--- config.mk ---
export PLATFORM = sky130hd
export DESIGN_NAME = alu_pipe
export DESIGN_NICKNAME = d
export VERILOG_FILES = /design/src/rtl/alu_pipe.sv
export SDC_FILE = /design/constraint.sdc
export NUM_CORES = 2
export LEC_CHECK = 0
export ABC_AREA = 1
export CELL_PAD_IN_SITES_DETAIL_PLACEMENT = 1
export CELL_PAD_IN_SITES_GLOBAL_PLACEMENT = 2
export CORE_MARGIN = 1
export CORE_UTILIZATION = 28
export DETAILED_ROUTE_END_ITERATION = 8
export GPL_TIMING_DRIVEN = 0
export PLACE_DENSITY = 0.91
export SETUP_SLACK_MARGIN = 0.02
export SYNTH_ARGS = -nofsm -noshare
export SYNTH_HDL_FRONTEND = slang
export SYNTH_SLANG_ARGS = --single-unit
--- constraint.sdc ---
create_clock -name clk -period 3.9 [get_ports clk]
set_clock_uncertainty 0.05 [all_clocks]
set_input_delay 0.585 -clock clk [delete_from_list [all_inputs] [get_ports clk]]
set_output_delay 0.585 -clock clk [all_outputs]
set_load 0.005 [all_outputs]
--- src/rtl/alu_pipe.sv ---
// alu_pipe -- two-stage pipelined ALU with an architectural NZCV flag register.
//
// Stage S1 registers the operands, carry-in, opcode and flags_en.  The ALU
// evaluates combinationally from S1 and its result and flags load into S2.
// S2 registers drive the outputs directly.
//
// Handshake: a transfer happens on a rising clk edge where valid and ready
// are both high (in_valid/in_ready on the input side, out_valid/out_ready on
// the output side).  A producer holds its payload stable while valid is high
// and ready is low.  in_ready never depends on in_valid.
//
// Ports:
//   clk        rising-edge clock
//   reset      synchronous, active-high; discards every in-flight op
//   in_valid   operands/opcode present
//   in_ready   block accepts operands this cycle
//   a, b       WIDTH-bit operands
//   cin        carry-in for opcodes 0010/0011
//   S          4-bit opcode
//   flags_en   this op updates the flags
//   out_valid  result present
//   out_ready  consumer takes the result
//   d          WIDTH-bit result
//   n, z, c, v per-result flags (0 when the op had flags_en=0)
//   nzcv       architectural flag register {N,Z,C,V}
//
// WIDTH must be a power of two between 8 and 128.

module alu_pipe #(
    parameter int WIDTH = 64
) (
    input  logic             clk,
    input  logic             reset,
    input  logic             in_valid,
    output logic             in_ready,
    input  logic [WIDTH-1:0] a,
    input  logic [WIDTH-1:0] b,
    input  logic             cin,
    input  logic [3:0]       S,
    input  logic             flags_en,
    output logic             out_valid,
    input  logic             out_ready,
    output logic [WIDTH-1:0] d,
    output logic             n,
    output logic             z,
    output logic             c,
    output logic             v,
    output logic [3:0]       nzcv
);

    localparam int LOG = $clog2(WIDTH);

    localparam logic [3:0] OP_XOR  = 4'b0000;
    localparam logic [3:0] OP_XNB  = 4'b0001;
    localparam logic [3:0] OP_ADD  = 4'b0010;
    localparam logic [3:0] OP_SUB  = 4'b0011;
    localparam logic [3:0] OP_OR   = 4'b0100;
    localparam logic [3:0] OP_NOR  = 4'b0101;
    localparam logic [3:0] OP_AND  = 4'b0110;
    localparam logic [3:0] OP_ZERO = 4'b0111;
    localparam logic [3:0] OP_LSL  = 4'b1000;
    localparam logic [3:0] OP_LSR  = 4'b1001;
    localparam logic [3:0] OP_ASR  = 4'b1010;
    localparam logic [3:0] OP_ADC  = 4'b1011;
    localparam logic [3:0] OP_SBC  = 4'b1100;
    localparam logic [3:0] OP_PASS = 4'b1101;

    // Kogge-Stone prefix carry network: LOG levels of (G,P) combination.
    // Returns the carry into every bit plus the final carry-out in bit WIDTH.
    function automatic logic [WIDTH:0] cla_carries(
        input logic [WIDTH-1:0] x,
        input logic [WIDTH-1:0] y,
        input logic             ci
    );
        logic [WIDTH-1:0] g;
        logic [WIDTH-1:0] p;
        logic [WIDTH-1:0] g_nx;
        logic [WIDTH-1:0] p_nx;
        logic [WIDTH:0]   cy;
        g = x & y;
        p = x ^ y;
        for (int l = 0; l < LOG; l++) begin
            for (int i = 0; i < WIDTH; i++) begin
                if (i >= (1 << l)) begin
                    g_nx[i] = g[i] | (p[i] & g[i - (1 << l)]);
                    p_nx[i] = p[i] & p[i - (1 << l)];
                end else begin
                    g_nx[i] = g[i];
                    p_nx[i] = p[i];
                end
            end
            g = g_nx;
            p = p_nx;
        end
        cy[0] = ci;
        for (int i = 0; i < WIDTH; i++) begin
            cy[i+1] = g[i] | (p[i] & ci);
        end
        return cy;
    endfunction

    // ---------------- S1 ----------------
    logic             s1_valid;
    logic [WIDTH-1:0] s1_a;
    logic [WIDTH-1:0] s1_b;
    logic             s1_cin;
    logic [3:0]       s1_op;
    logic             s1_fe;

    logic s2_load;
    logic accept;

    assign s2_load  = s1_valid && (!out_valid || out_ready);
    assign in_ready = (!s1_valid || s2_load) && !reset;
    assign accept   = in_valid && in_ready;

    always_ff @(posedge clk) begin
        if (reset) begin
            s1_valid <= 1'b0;
            s1_a     <= '0;
            s1_b     <= '0;
            s1_cin   <= 1'b0;
            s1_op    <= '0;
            s1_fe    <= 1'b0;
        end else if (accept) begin
            s1_valid <= 1'b1;
            s1_a     <= a;
            s1_b     <= b;
            s1_cin   <= cin;
            s1_op    <= S;
            s1_fe    <= flags_en;
        end else if (s2_load) begin
            s1_valid <= 1'b0;
        end
    end

    // ---------------- ALU (from S1) ----------------
    logic [WIDTH-1:0] add_y;
    logic             add_ci;
    logic [WIDTH:0]   carry;
    logic [WIDTH-1:0] sum;
    logic [LOG-1:0]   sh;
    logic [LOG-1:0]   sh_neg;
    logic [LOG-1:0]   sh_m1;
    logic [WIDTH-1:0] res;
    logic             res_c;
    logic             res_v;
    logic             res_n;
    logic             res_z;

    always_comb begin
        add_y  = s1_b;
        add_ci = s1_cin;
        if (s1_op == OP_SUB || s1_op == OP_SBC) begin
            add_y = ~s1_b;
        end
        // ADC/SBC take the carry from the flag register as it stands now, so
        // an immediately preceding flag-setting op (loaded last edge) is seen.
        if (s1_op == OP_ADC || s1_op == OP_SBC) begin
            add_ci = nzcv[1];
        end
        carry = cla_carries(s1_a, add_y, add_ci);
        sum   = s1_a ^ add_y ^ carry[WIDTH-1:0];

        sh     = s1_b[LOG-1:0];
        sh_neg = LOG'(0) - sh;     // WIDTH - sh, for sh != 0
        sh_m1  = sh - LOG'(1);

        res   = '0;
        res_c = 1'b0;
        res_v = 1'b0;
        case (s1_op)
            OP_XOR:  res = s1_a ^ s1_b;
            OP_XNB:  res = s1_a ^ ~s1_b;
            OP_OR:   res = s1_a | s1_b;
            OP_NOR:  res = ~(s1_a | s1_b);
            OP_AND:  res = s1_a & s1_b;
            OP_ZERO: res = '0;
            OP_PASS: res = s1_b;
            OP_ADD, OP_SUB, OP_ADC, OP_SBC: begin
                res   = sum;
                res_c = carry[WIDTH];
                res_v = carry[WIDTH] ^ carry[WIDTH-1];
            end
            OP_LSL: begin
                res   = s1_a << sh;
                res_c = (sh != '0) ? s1_a[sh_neg] : 1'b0;
            end
            OP_LSR: begin
                res   = s1_a >> sh;
                res_c = (sh != '0) ? s1_a[sh_m1] : 1'b0;
            end
            OP_ASR: begin
                res   = $signed(s1_a) >>> sh;
                res_c = (sh != '0) ? s1_a[sh_m1] : 1'b0;
            end
            default: res = '0;
        endcase
        res_n = res[WIDTH-1];
        res_z = (res == '0);
    end

    // ---------------- S2 and flag register ----------------
    always_ff @(posedge clk) begin
        if (reset) begin
            out_valid <= 1'b0;
            d         <= '0;
            n         <= 1'b0;
            z         <= 1'b0;
            c         <= 1'b0;
            v         <= 1'b0;
            nzcv      <= 4'b0000;
        end else if (s2_load) begin
            out_valid <= 1'b1;
            d         <= res;
            n         <= s1_fe & res_n;
            z         <= s1_fe & res_z;
            c         <= s1_fe & res_c;
            v         <= s1_fe & res_v;
            if (s1_fe) begin
                nzcv <= {res_n, res_z, res_c, res_v};
            end
        end else if (out_ready) begin
            out_valid <= 1'b0;
        end
    end

endmodule

==> out/results.tsv <==
metric	value	unit
status	finished with violations	
failing checks	max-capacitance violations, max-slew violations, negative setup slack	
antenna-violating nets left	0	
Pre-antenna DRT Iters	9	
Layout Nets	5966	
Peak Freq	0.229	GHz
Pint	0.00638	W
post-synthesis sequential area ratio	0.147	
Seq pwr share	0.202	
WP data required	4.35	ns
synthesized instance count	5410	
Post-synth EDFFs	0	
worst min-delay path category	input pin to register	
final critical-path required period	4.38	ns
Layout Cell Area excl Fill	38300	um2
global route hottest layer	met2	
Tcrit/Tclk final	1.12	
CTS buffer count	28	
critical path class	register to register	
Arrival @ worst endpoint	4.83	ns
Initial Util	0.282	
clock share of power	0.233	
initial antenna violation count	22	
P per Cell Area	358	nW/um2
core area	100000	um2
register bit total from synthesis	208	
WL/cell	38.8	um
Post-Syn Area	28200	um2
total net switching power	0.00733	W
Largest stage delay, worst path	1.07	ns
DIE AREA	102000	um2
CP endpoint kind	register	
Peak VDD IR	0.000274	V
vias	45096	
Max Fanout on Critical Path	10	
htree depth	1	
DRC	0	
commonest non-fill, non-tap cell in the layout	nand2_1	
final setup fails	13	
total power	0.0137	W
met3 usage in global routing	0.175	
Root Driver	clkbuf_16	
CTS tree	yes	
commonest cells after routing, fill and taps aside	nand2_1 (1673), nand3_1 (936), inv_1 (549)	
Max clock buf depth	3	
DIE WIDTH	320	um
GR Overflow Total	0	
Worst-path clk slew	0.06	ns
Leak Pwr	17.7	nW
Max stage delay cell, worst path	buf_1	
CP delay by family, top	buffers and inverters	
initial DRC count	6281	
vias in the first global route	42933	
max-slew violations	11	
Final Worst Setup Slack	-0.476	ns
largest net degree at the start of global routing	15	
clk_lat worst skew	0.68	ns
worst slew pin tran	1.57	ns
met1 GRT Util	0.566	
Synth warnings	0	
final hold slack	0.431	ns
met2 Use GR	0.740	
clock sinks	208	
Syn Area/Cell	5.22	um2
die outline height	320	um
port bufs	210	
Layout area overhead	35.5	%
cell chain of the critical path	clkinv_1 -> buf_2 -> buf_1 -> o21ai_0 -> a21oi_1 -> nand2_1 -> nor2_1 -> nand3_1 -> nor2_2 -> nand3_1 -> nor2_1 -> nand2_1 -> a21oi_1	
gr usage total	0.509	
global-route wire length before repair	359	mm
CTS Hold Buffers Added	0	
Final Hold Viols	0	
share of cells above drive strength 1	0.165	
Logic pwr share	0.565	
row cnt	116	
Detailed Place HPWL	218	mm
Post-Syn Nets	5629	
WL final	275	mm
CP Launch Type	register	
GP Congestion	1.18	
count of different cell masters after synthesis	50	
Async SR Flop Fraction	0	
dpl cell area	32000	um2
number of placed I/O pins	212	
worst path bufs/invs	3	
max_cap viols	2	
Switching Fraction	0.535	
RSZ-0062 raised after global routing	true	
worst rel slew slack	-0.0471	
Post-synth top flop	dfxtp_1	
routed vias/inst	6.37	
[worst reg2reg max path, delay by kind of cell, from the launching register on]
kind	cells	cell delay, ns
simple gates	7	0.94
compound gates	3	1.29
buf+inv	3	1.51
flops	1	0.41
[area by class of cell]
class                      count  area (um2)
antenna                       17        42.5
buffer                       292        1780
clock buffer                  33         749
clock inverter                18         350
fill                       13323       61700
inverter                     589        2230
multi-input combinational   4319       24300
sequential                   208        4190
tap                         1298        1620
timing repair buffer         309        2990
[repair_timing]
action,in CTS,in global routing
resized for setup,576,490
pin swaps,81,136
gates cloned,4,4
setup endpoints to repair,75,28
buffers inserted,46,45
[power groups by stage]
| stage | sequential (W) | clock [W] | combinational (W) |
|---|---|---|---|
| 2_1_floorplan | 0.00246 | 0 | 0.00311 |
| 3_3_place_gp | 0.00268 | 0 | 0.00614 |
| 3_5_place_dp | 0.00268 | 0 | 0.00618 |
| 4_1_cts | 0.00267 | 0.00317 | 0.00668 |
| 5_1_grt | 0.00273 | 0.00326 | 0.00778 |
| 6_report | 0.00277 | 0.00320 | 0.00775 |
[per-stage QoR]
| step | std cells | setup TNS [ns] | setup slack (ns) | util |
|---|---|---|---|---|
| 2_1_floorplan | 5410 | 0 | 0.154 | - |
| 3_3_place_gp | 6918 | -123.62 | -2.36 | 0.320 |
| 3_5_place_dp | 6920 | -131.04 | -2.38 | 0.320 |
| 4_1_cts | 7020 | -0.171 | -0.0980 | 0.357 |
| 5_1_grt | 7066 | -0.944 | -0.368 | 0.382 |
| 6_report | 7083 | -1.80 | -0.476 | 0.383 |
[Yosys cell counts (7+ instances only)]
cell	instances	share of area
a211oi_1	7	0.0019
a21oi_1	206	0.037
buf_1	54	0.0072
buf_2	96	0.017
buf_4	16	0.0043
clkbuf_1	122	0.016
clkinv_1	7	0.00093
dfxtp_1	208	0.15
ha_1	80	0.035
inv_1	572	0.076
inv_2	9	0.0012
nand2_1	1833	0.24
nand2_2	11	0.0024
nand3_1	995	0.18
nand3b_1	21	0.0056
nand4_1	49	0.011
nor2_1	470	0.062
nor3_1	48	0.0085
o211ai_1	46	0.012
o21ai_0	211	0.037
o21ai_1	7	0.0012
o21bai_1	12	0.0032
o221ai_1	11	0.0034
o22ai_1	39	0.0086
o31ai_1	133	0.035
xor2_1	84	0.026
[routing by layer]
metal / vias to the layer above / share of wire
met3: 1287 / 0.12
met1: 21905 / 0.35
met5: - / 0.00038
met2: 3501 / 0.40
li1: 18395 / -
met4: 8 / 0.13
[sequential cells by signal, summed over array words and instances (netlist names), 4 cells and up]
| name | flops |
|---|---|
| s1_a | 64 |
| s1_op | 4 |
| s1_b | 64 |
| d | 64 |
| nzcv | 4 |
[cell families after synthesis]
logic type	Yosys count	share of synthesized area
compound gates	697	0.147
buf+inv	883	0.125
flops	208	0.147
xor+xnor	89	0.0276
fa+ha+maj	81	0.0362
simple gates	3452	0.516
[path summary, 6_finish.rpt]
kind	startpoint	endpoint	slack, ns	depth (start not counted)
setup reg to reg	s1_b[4]	nzcv[2]	-0.48	13
hold / removal	a[19]	s1_a[19]	0.43	3
hold reg to reg	nzcv[3]	nzcv[3]	0.43	2
setup / recovery	s1_b[4]	nzcv[2]	-0.48	13
(Power assumes the default switching activity.)
